[src/rtl/coherent_bus_arbiter.sv]
// coherent_bus_arbiter
//   Shares one RAM port between CPUS cache pairs. Data requests take priority over
//   instruction fetches. Each class has its own round-robin pointer. Coherent data
//   misses run a snoop phase. That phase broadcasts the address, invalidates on
//   write intent and, when a peer holds the line dirty, lets that peer flush it.
//   The flush goes to RAM and to the requester in the same beat.
//
//   Ports
//     CLK, nRST            clock (rising edge), asynchronous active-low reset
//     iREN/iaddr           per-CPU instruction fetch request and address
//     dREN/dWEN/daddr      per-CPU data read/write request and address
//     dstore               per-CPU write (or snoop flush) data
//     cctrans/ccwrite      request needs coherence / has write intent
//     iwait/dwait          per-CPU stall, 0 = beat accepted this cycle
//     iload/dload          per-CPU read data
//     ccwait/ccinv         snoop in progress / invalidate, per snooped CPU
//     ccsnoopaddr          per-CPU snoop address, all ones when not snooped
//     ramREN/ramWEN        RAM strobes
//     ramaddr/ramstore     RAM address and write data
//     ramload/ramstate     RAM read data and status (FREE, BUSY, ACCESS, ERROR)
//
//   State | meaning
//   IDLE  | arbitrate: data before instruction, round-robin within each class
//   SNOOP | one cycle of snoop broadcast to every CPU except the owner
//   RESP  | snooped caches answer; a peer write request means a dirty flush
//   FLUSH | supplier writes RAM; the same data is forwarded to the owner
//   DRD   | owner data read from RAM
//   DWR   | owner data write to RAM
//   IRD   | owner instruction fetch from RAM
module coherent_bus_arbiter #(
    parameter int CPUS   = 2,
    parameter int ADDR_W = 32,
    parameter int DATA_W = 32
) (
    input  logic                     CLK,
    input  logic                     nRST,
    input  logic [CPUS-1:0]          iREN,
    input  logic [CPUS*ADDR_W-1:0]   iaddr,
    input  logic [CPUS-1:0]          dREN,
    input  logic [CPUS-1:0]          dWEN,
    input  logic [CPUS*ADDR_W-1:0]   daddr,
    input  logic [CPUS*DATA_W-1:0]   dstore,
    input  logic [CPUS-1:0]          cctrans,
    input  logic [CPUS-1:0]          ccwrite,
    output logic [CPUS-1:0]          iwait,
    output logic [CPUS-1:0]          dwait,
    output logic [CPUS*DATA_W-1:0]   iload,
    output logic [CPUS*DATA_W-1:0]   dload,
    output logic [CPUS-1:0]          ccwait,
    output logic [CPUS-1:0]          ccinv,
    output logic [CPUS*ADDR_W-1:0]   ccsnoopaddr,
    output logic                     ramREN,
    output logic                     ramWEN,
    output logic [ADDR_W-1:0]        ramaddr,
    output logic [DATA_W-1:0]        ramstore,
    input  logic [DATA_W-1:0]        ramload,
    input  logic [1:0]               ramstate
);

    localparam int IDX_W = $clog2(CPUS);

    typedef enum logic [2:0] {IDLE, SNOOP, RESP, FLUSH, DRD, DWR, IRD} state_t;

    state_t              state_q;
    logic [IDX_W-1:0]    own_q, sup_q, dptr_q, iptr_q;

    logic [CPUS-1:0]     dreq, own_mask, peer_dwen;
    logic [IDX_W-1:0]    dpick, ipick, sup_pick, own_inc;
    logic [ADDR_W-1:0]   own_daddr, own_iaddr, sup_daddr;
    logic [DATA_W-1:0]   own_dstore, sup_dstore;
    logic                ram_access, snoop_active;

    // First requester at or after ptr, wrapping modulo CPUS.
    function automatic logic [IDX_W-1:0] rr_pick(input logic [CPUS-1:0] req,
                                                  input logic [IDX_W-1:0] ptr);
        logic [IDX_W-1:0] pick;
        int               idx;
        pick = '0;
        for (int k = CPUS - 1; k >= 0; k--) begin
            idx = int'(ptr) + k;
            if (idx >= CPUS) idx = idx - CPUS;
            if (req[idx]) pick = IDX_W'(idx);
        end
        return pick;
    endfunction

    assign dreq       = dREN | dWEN;
    assign dpick      = rr_pick(dreq, dptr_q);
    assign ipick      = rr_pick(iREN, iptr_q);
    assign own_mask   = CPUS'(1) << own_q;
    assign peer_dwen  = dWEN & ~own_mask;
    assign own_inc    = (int'(own_q) == CPUS - 1) ? '0 : own_q + 1'b1;
    assign own_daddr  = daddr[int'(own_q)*ADDR_W +: ADDR_W];
    assign own_iaddr  = iaddr[int'(own_q)*ADDR_W +: ADDR_W];
    assign own_dstore = dstore[int'(own_q)*DATA_W +: DATA_W];
    assign sup_daddr  = daddr[int'(sup_q)*ADDR_W +: ADDR_W];
    assign sup_dstore = dstore[int'(sup_q)*DATA_W +: DATA_W];
    assign ram_access = (ramstate == 2'd2);
    assign snoop_active = (state_q == SNOOP) || (state_q == RESP) || (state_q == FLUSH);

    // Lowest-numbered peer asking to write back supplies the line.
    always_comb begin
        sup_pick = '0;
        for (int j = CPUS - 1; j >= 0; j--) begin
            if (peer_dwen[j]) sup_pick = IDX_W'(j);
        end
    end

    always_ff @(posedge CLK or negedge nRST) begin
        if (!nRST) begin
            state_q <= IDLE;
            own_q   <= '0;
            sup_q   <= '0;
            dptr_q  <= '0;
            iptr_q  <= '0;
        end else begin
            case (state_q)
                IDLE: begin
                    if (|dreq) begin
                        own_q <= dpick;
                        if (cctrans[dpick])   state_q <= SNOOP;
                        else if (dREN[dpick]) state_q <= DRD;
                        else                  state_q <= DWR;
                    end else if (|iREN) begin
                        own_q   <= ipick;
                        state_q <= IRD;
                    end
                end
                SNOOP: state_q <= RESP;
                RESP: begin
                    if (|peer_dwen) begin
                        sup_q   <= sup_pick;
                        state_q <= FLUSH;
                    end else if (dREN[own_q]) state_q <= DRD;
                    else if (dWEN[own_q])     state_q <= DWR;
                    else                      state_q <= IDLE;   // withdrawn: pointer unchanged
                end
                FLUSH: begin
                    if (!dWEN[sup_q]) begin
                        if (dREN[own_q])      state_q <= DRD;
                        else if (dWEN[own_q]) state_q <= DWR;
                        else begin
                            state_q <= IDLE;
                            dptr_q  <= own_inc;
                        end
                    end
                end
                DRD: if (!dREN[own_q]) begin state_q <= IDLE; dptr_q <= own_inc; end
                DWR: if (!dWEN[own_q]) begin state_q <= IDLE; dptr_q <= own_inc; end
                IRD: if (!iREN[own_q]) begin state_q <= IDLE; iptr_q <= own_inc; end
                default: state_q <= IDLE;
            endcase
        end
    end

    always_comb begin
        iwait       = '1;
        dwait       = '1;
        iload       = '0;
        dload       = '0;
        ccwait      = '0;
        ccinv       = '0;
        ccsnoopaddr = '1;
        ramREN      = 1'b0;
        ramWEN      = 1'b0;
        ramaddr     = '0;
        ramstore    = '0;

        if (snoop_active) begin
            for (int j = 0; j < CPUS; j++) begin
                if (!own_mask[j]) begin
                    ccwait[j] = 1'b1;
                    ccinv[j]  = ccwrite[own_q];
                    ccsnoopaddr[j*ADDR_W +: ADDR_W] = own_daddr;
                end
            end
        end

        case (state_q)
            FLUSH: begin
                ramWEN   = 1'b1;
                ramaddr  = sup_daddr;
                ramstore = sup_dstore;
                dload[int'(own_q)*DATA_W +: DATA_W] = sup_dstore;
                if (ram_access) begin
                    dwait[sup_q] = 1'b0;
                    // Cache-to-cache forward rides the same write beat.
                    if (dREN[own_q]) dwait[own_q] = 1'b0;
                end
            end
            DRD: begin
                ramREN  = 1'b1;
                ramaddr = own_daddr;
                dload[int'(own_q)*DATA_W +: DATA_W] = ramload;
                if (ram_access) dwait[own_q] = 1'b0;
            end
            DWR: begin
                ramWEN   = 1'b1;
                ramaddr  = own_daddr;
                ramstore = own_dstore;
                if (ram_access) dwait[own_q] = 1'b0;
            end
            IRD: begin
                ramREN  = 1'b1;
                ramaddr = own_iaddr;
                iload[int'(own_q)*DATA_W +: DATA_W] = ramload;
                if (ram_access) iwait[own_q] = 1'b0;
            end
            default: ;
        endcase
    end

endmodule

[config.mk]
export PLATFORM = sky130hd
export DESIGN_NAME = coherent_bus_arbiter
export DESIGN_NICKNAME = d
export VERILOG_FILES = /design/src/rtl/coherent_bus_arbiter.sv
export SDC_FILE = /design/constraint.sdc
export NUM_CORES = 1
export LEC_CHECK = 0
export CAP_MARGIN = 5
export CORE_AREA = 4 4 194 196
export DETAILED_ROUTE_END_ITERATION = 10
export DIE_AREA = 0 0 198 200
export SETUP_SLACK_MARGIN = 0.2
export SLEW_MARGIN = 0
export SYNTH_ARGS = -nofsm -noshare
export SYNTH_HDL_FRONTEND = slang
export SYNTH_SLANG_ARGS = --single-unit
[constraint.sdc]
create_clock -name CLK -period 4.2 [get_ports CLK]
set_input_delay 0.84 -clock CLK [delete_from_list [all_inputs] [get_ports CLK]]
set_output_delay 0.84 -clock CLK [all_outputs]
set_load 0.005 [all_outputs]
==> results.tsv <==
stage	metric	value	unit
run_status	status	finished clean	
placement	dpl.hpwl	28.4	mm
yosys	syn-cell-area	3840	um^2
die	die_w	198	um
timing	setup-violations-final	0	
timing	fin_skew	1.47	ps
setup_path	critical_path.top_delay_family	buffers and inverters	
power_and_ir_drop	netSwitchingPower	1.78	mW
clocking	clk_pin_slew	40	ps
clocking	clk_path_buf_depth	2	
power_and_ir_drop	peakVddDrop	0.286	mV
clocking	worst_skew_pair.late_latency	230	ps
setup_path	crit_path_start_kind	register	
setup_path	critPathKind	register to output pin	
yosys	synthTopCellsByArea	mux2i_1 18%, nor2_1 10%, a222oi_1 8.3%, nand2_1 7.4%, o22ai_1 5.7%	
detailed_routing	wire_per_inst	22.0	um
setup_path	cp_max_fo	33	
detailed_routing	viasPerCell	4.39	
detailed_routing	postRouteAntennaNets	0	
clocking	cts_max_level	1	
yosys	synth_nets	852	
power_and_ir_drop	switching_share	0.480	
global_routing	grt_antenna_before_repair	2	
yosys	yosysWarnings	0	
placement	portBuffers	503	
yosys	ys_async_sr_fraction	1.00	
detailed_routing	via_count	6772	
yosys	synth_top_area_cell	mux2i_1	
setup_path	path_cells	nand2b_1 -> nor2_4 -> buf_4 -> o21ai_4 -> buf_4 -> nor2_1 -> clkdlybuf4s50_1	
global_routing	track_usage	0.154	
setup_path	cpMostUsedCell	buf_4	
finish	layout-drive-gt1-share	0.0625	
setup_path	r2r_setup_slack	2180	ps
yosys	synth_edf_count	0	
timing	hold_slack	504	ps
die	core	36100	um^2
timing	slew_viol_final	0	
timing	setup_tns	0	ps
clocking	cts-resized-gates	0	
yosys	synth_top_area_frac	0.185	
setup_path	crit_slowest_cell	clkdlybuf4s50_1	
clocking	hold_buffers	0	
clocking	cts_num_sinks	7	
timing	fmax	0.263	GHz
yosys	ys_seq_area_frac	0.0456	
detailed_routing	firstDrtPassIters	8	
timing	relSlewSlack	0.260	
finish	synthToLayoutAreaGrowth	145	%
yosys	yosysMostFrequentCell	nor2_1	
yosys	synth_cells	614	
die	ios	504	
setup_path	max_stage_delay	540	ps
power_and_ir_drop	p_int	1.93	mW
placement	gp_congestion	0.886	
clocking	cts_root_buf	clkbuf_16	
setup_path	worstPathArrival	2970	ps
power_and_ir_drop	power_frac_clock	0.045	
yosys	ys_ff_latch	7	
yosys	synth.top_cells.by_count	105 x nor2_1, 76 x nand2_1, 71 x mux2i_1, 35 x a21oi_1, 35 x o22ai_1	
clocking	cts_tree	yes	
timing	period_share	0.907	
die	die_y	200	um
clocking	numCtsBuffers	3	
timing	final.min_clock_period	3810	ps
detailed_routing	routed_wl	33.9	mm
timing	rsz0062_at_grt	false	
setup_path	critPathRequiredTime	3360	ps
power_and_ir_drop	p_per_area	393	nW/um^2
global_routing	grt_pass1_wl	46.6	mm
yosys	ys_types	48	
detailed_routing	remaining_drc_errors	0	
detailed_routing	dr.first_iter.drc_count	463	
power_and_ir_drop	pwr-share-seq	0.072	
die	dieArea	39600	um^2
die	rows	70	
setup_path	crit_path_end_kind	output pin	
setup_path	cp_num_buf_inv	3	
timing	tightest_slew	1110	ps
power_and_ir_drop	combPwrFrac	0.884	
timing	finalHoldViolCount	0	
flow_run	cap_violations	0	
finish	fillers	3984	
global_routing	grt_remaining_overflow	0	
clocking	cts_setup_buffers	0	
yosys	syn_area_per_cell	6.26	um^2
global_routing	grt_max_degree	71	
die	start_util	0.107	
power_and_ir_drop	power_leakage	3.73	nW
finish	nets	1311	
min_path	hold_class	register to register	
yosys	ys.flop_type	dfrtp_1	
global_routing	grt_pass1_vias	7034	
final cells by class:
type	instances	area, um^2	share of cell area
timing repair buffer	517	5160	0.548
clock buffer	4	78.8	0.00837
antenna	3	7.51	0.000797
inverter	6	22.5	0.00239
multi-input combinational	538	3380	0.359
tap	468	586	0.0622
sequential	7	180	0.0191
registers in the layout, indices dropped and copies added (netlist names):
name / cells
state_q: 3
dptr_q: 1
iptr_q: 1
own_q: 1
sup_q: 1
routing by layer:
layer	vias up	global-route usage	share of wire	routed length, um
met5	-	0	0.00038	13
met4	2	0.0477	0.035	1190
met3	51	0.0337	0.091	3090
met2	438	0.265	0.47	16000
met1	3170	0.192	0.40	13600
li1	3111	-	-	-
through the flow:
stage	total power, mW	worst slack (ps)	instance area (um^2)	instances	utilization
2_1_floorplan	1.75	1970	3840	614	-
3_3_place_gp	3.55	567	9340	1536	0.259
3_5_place_dp	3.55	589	9340	1536	0.259
4_1_cts	3.74	332	9410	1540	0.261
5_1_grt	3.96	239	9420	1541	0.261
6_report	3.71	391	9420	1543	0.261
final timing paths:
check                                    endpoint              startpoint  cells past startpoint
setup / recovery                        dload[26]  state_q[1]$_DFFE_PN0P_                      7
hold / removal                 iptr_q$_DFFE_PN0P_      iptr_q$_DFFE_PN0P_                      1
setup reg to reg           state_q[2]$_DFFE_PN0P_  state_q[2]$_DFFE_PN0P_                      6
hold reg to reg                iptr_q$_DFFE_PN0P_      iptr_q$_DFFE_PN0P_                      1
max in group asynchronous       own_q$_DFFE_PN0P_                    nRST                      1
min in group asynchronous      dptr_q$_DFFE_PN0P_                    nRST                      1
cells by family (layout without fill, tap and decap cells):
kind of cell	count (synthesis)	count (layout)	share of synthesized area
buf+inv	69	527	0.0911
mux	72	72	0.189
other cells	0	3	0
compound gates	124	124	0.228
simple gates	342	342	0.446
flops	7	7	0.0456
cell usage in the layout, fill, tap and decap left out, types with 5 or more instances in the layout:
master           instances
o22ai_1                 35
and2_1                  34
a21oi_1                 35
dfrtp_1                  5
and3_1                  34
nor2_1                 103
mux2i_1                 71
nand2_1                 76
nand2b_1                33
or2_2                   33
buf_4                   12
clkdlybuf4s50_1        503
inv_1                    6
o21ai_0                  5
a222oi_1                32
power by group through the flow:
stage          combinational [mW]  sequential, mW  clock, mW
2_1_floorplan                1.63           0.117          0
3_3_place_gp                 3.29           0.265          0
3_5_place_dp                 3.28           0.274          0
4_1_cts                      3.30           0.273      0.167
5_1_grt                      3.52           0.280      0.168
6_report                     3.27           0.265      0.166
Note: power is estimated with default switching activity, not from simulation.
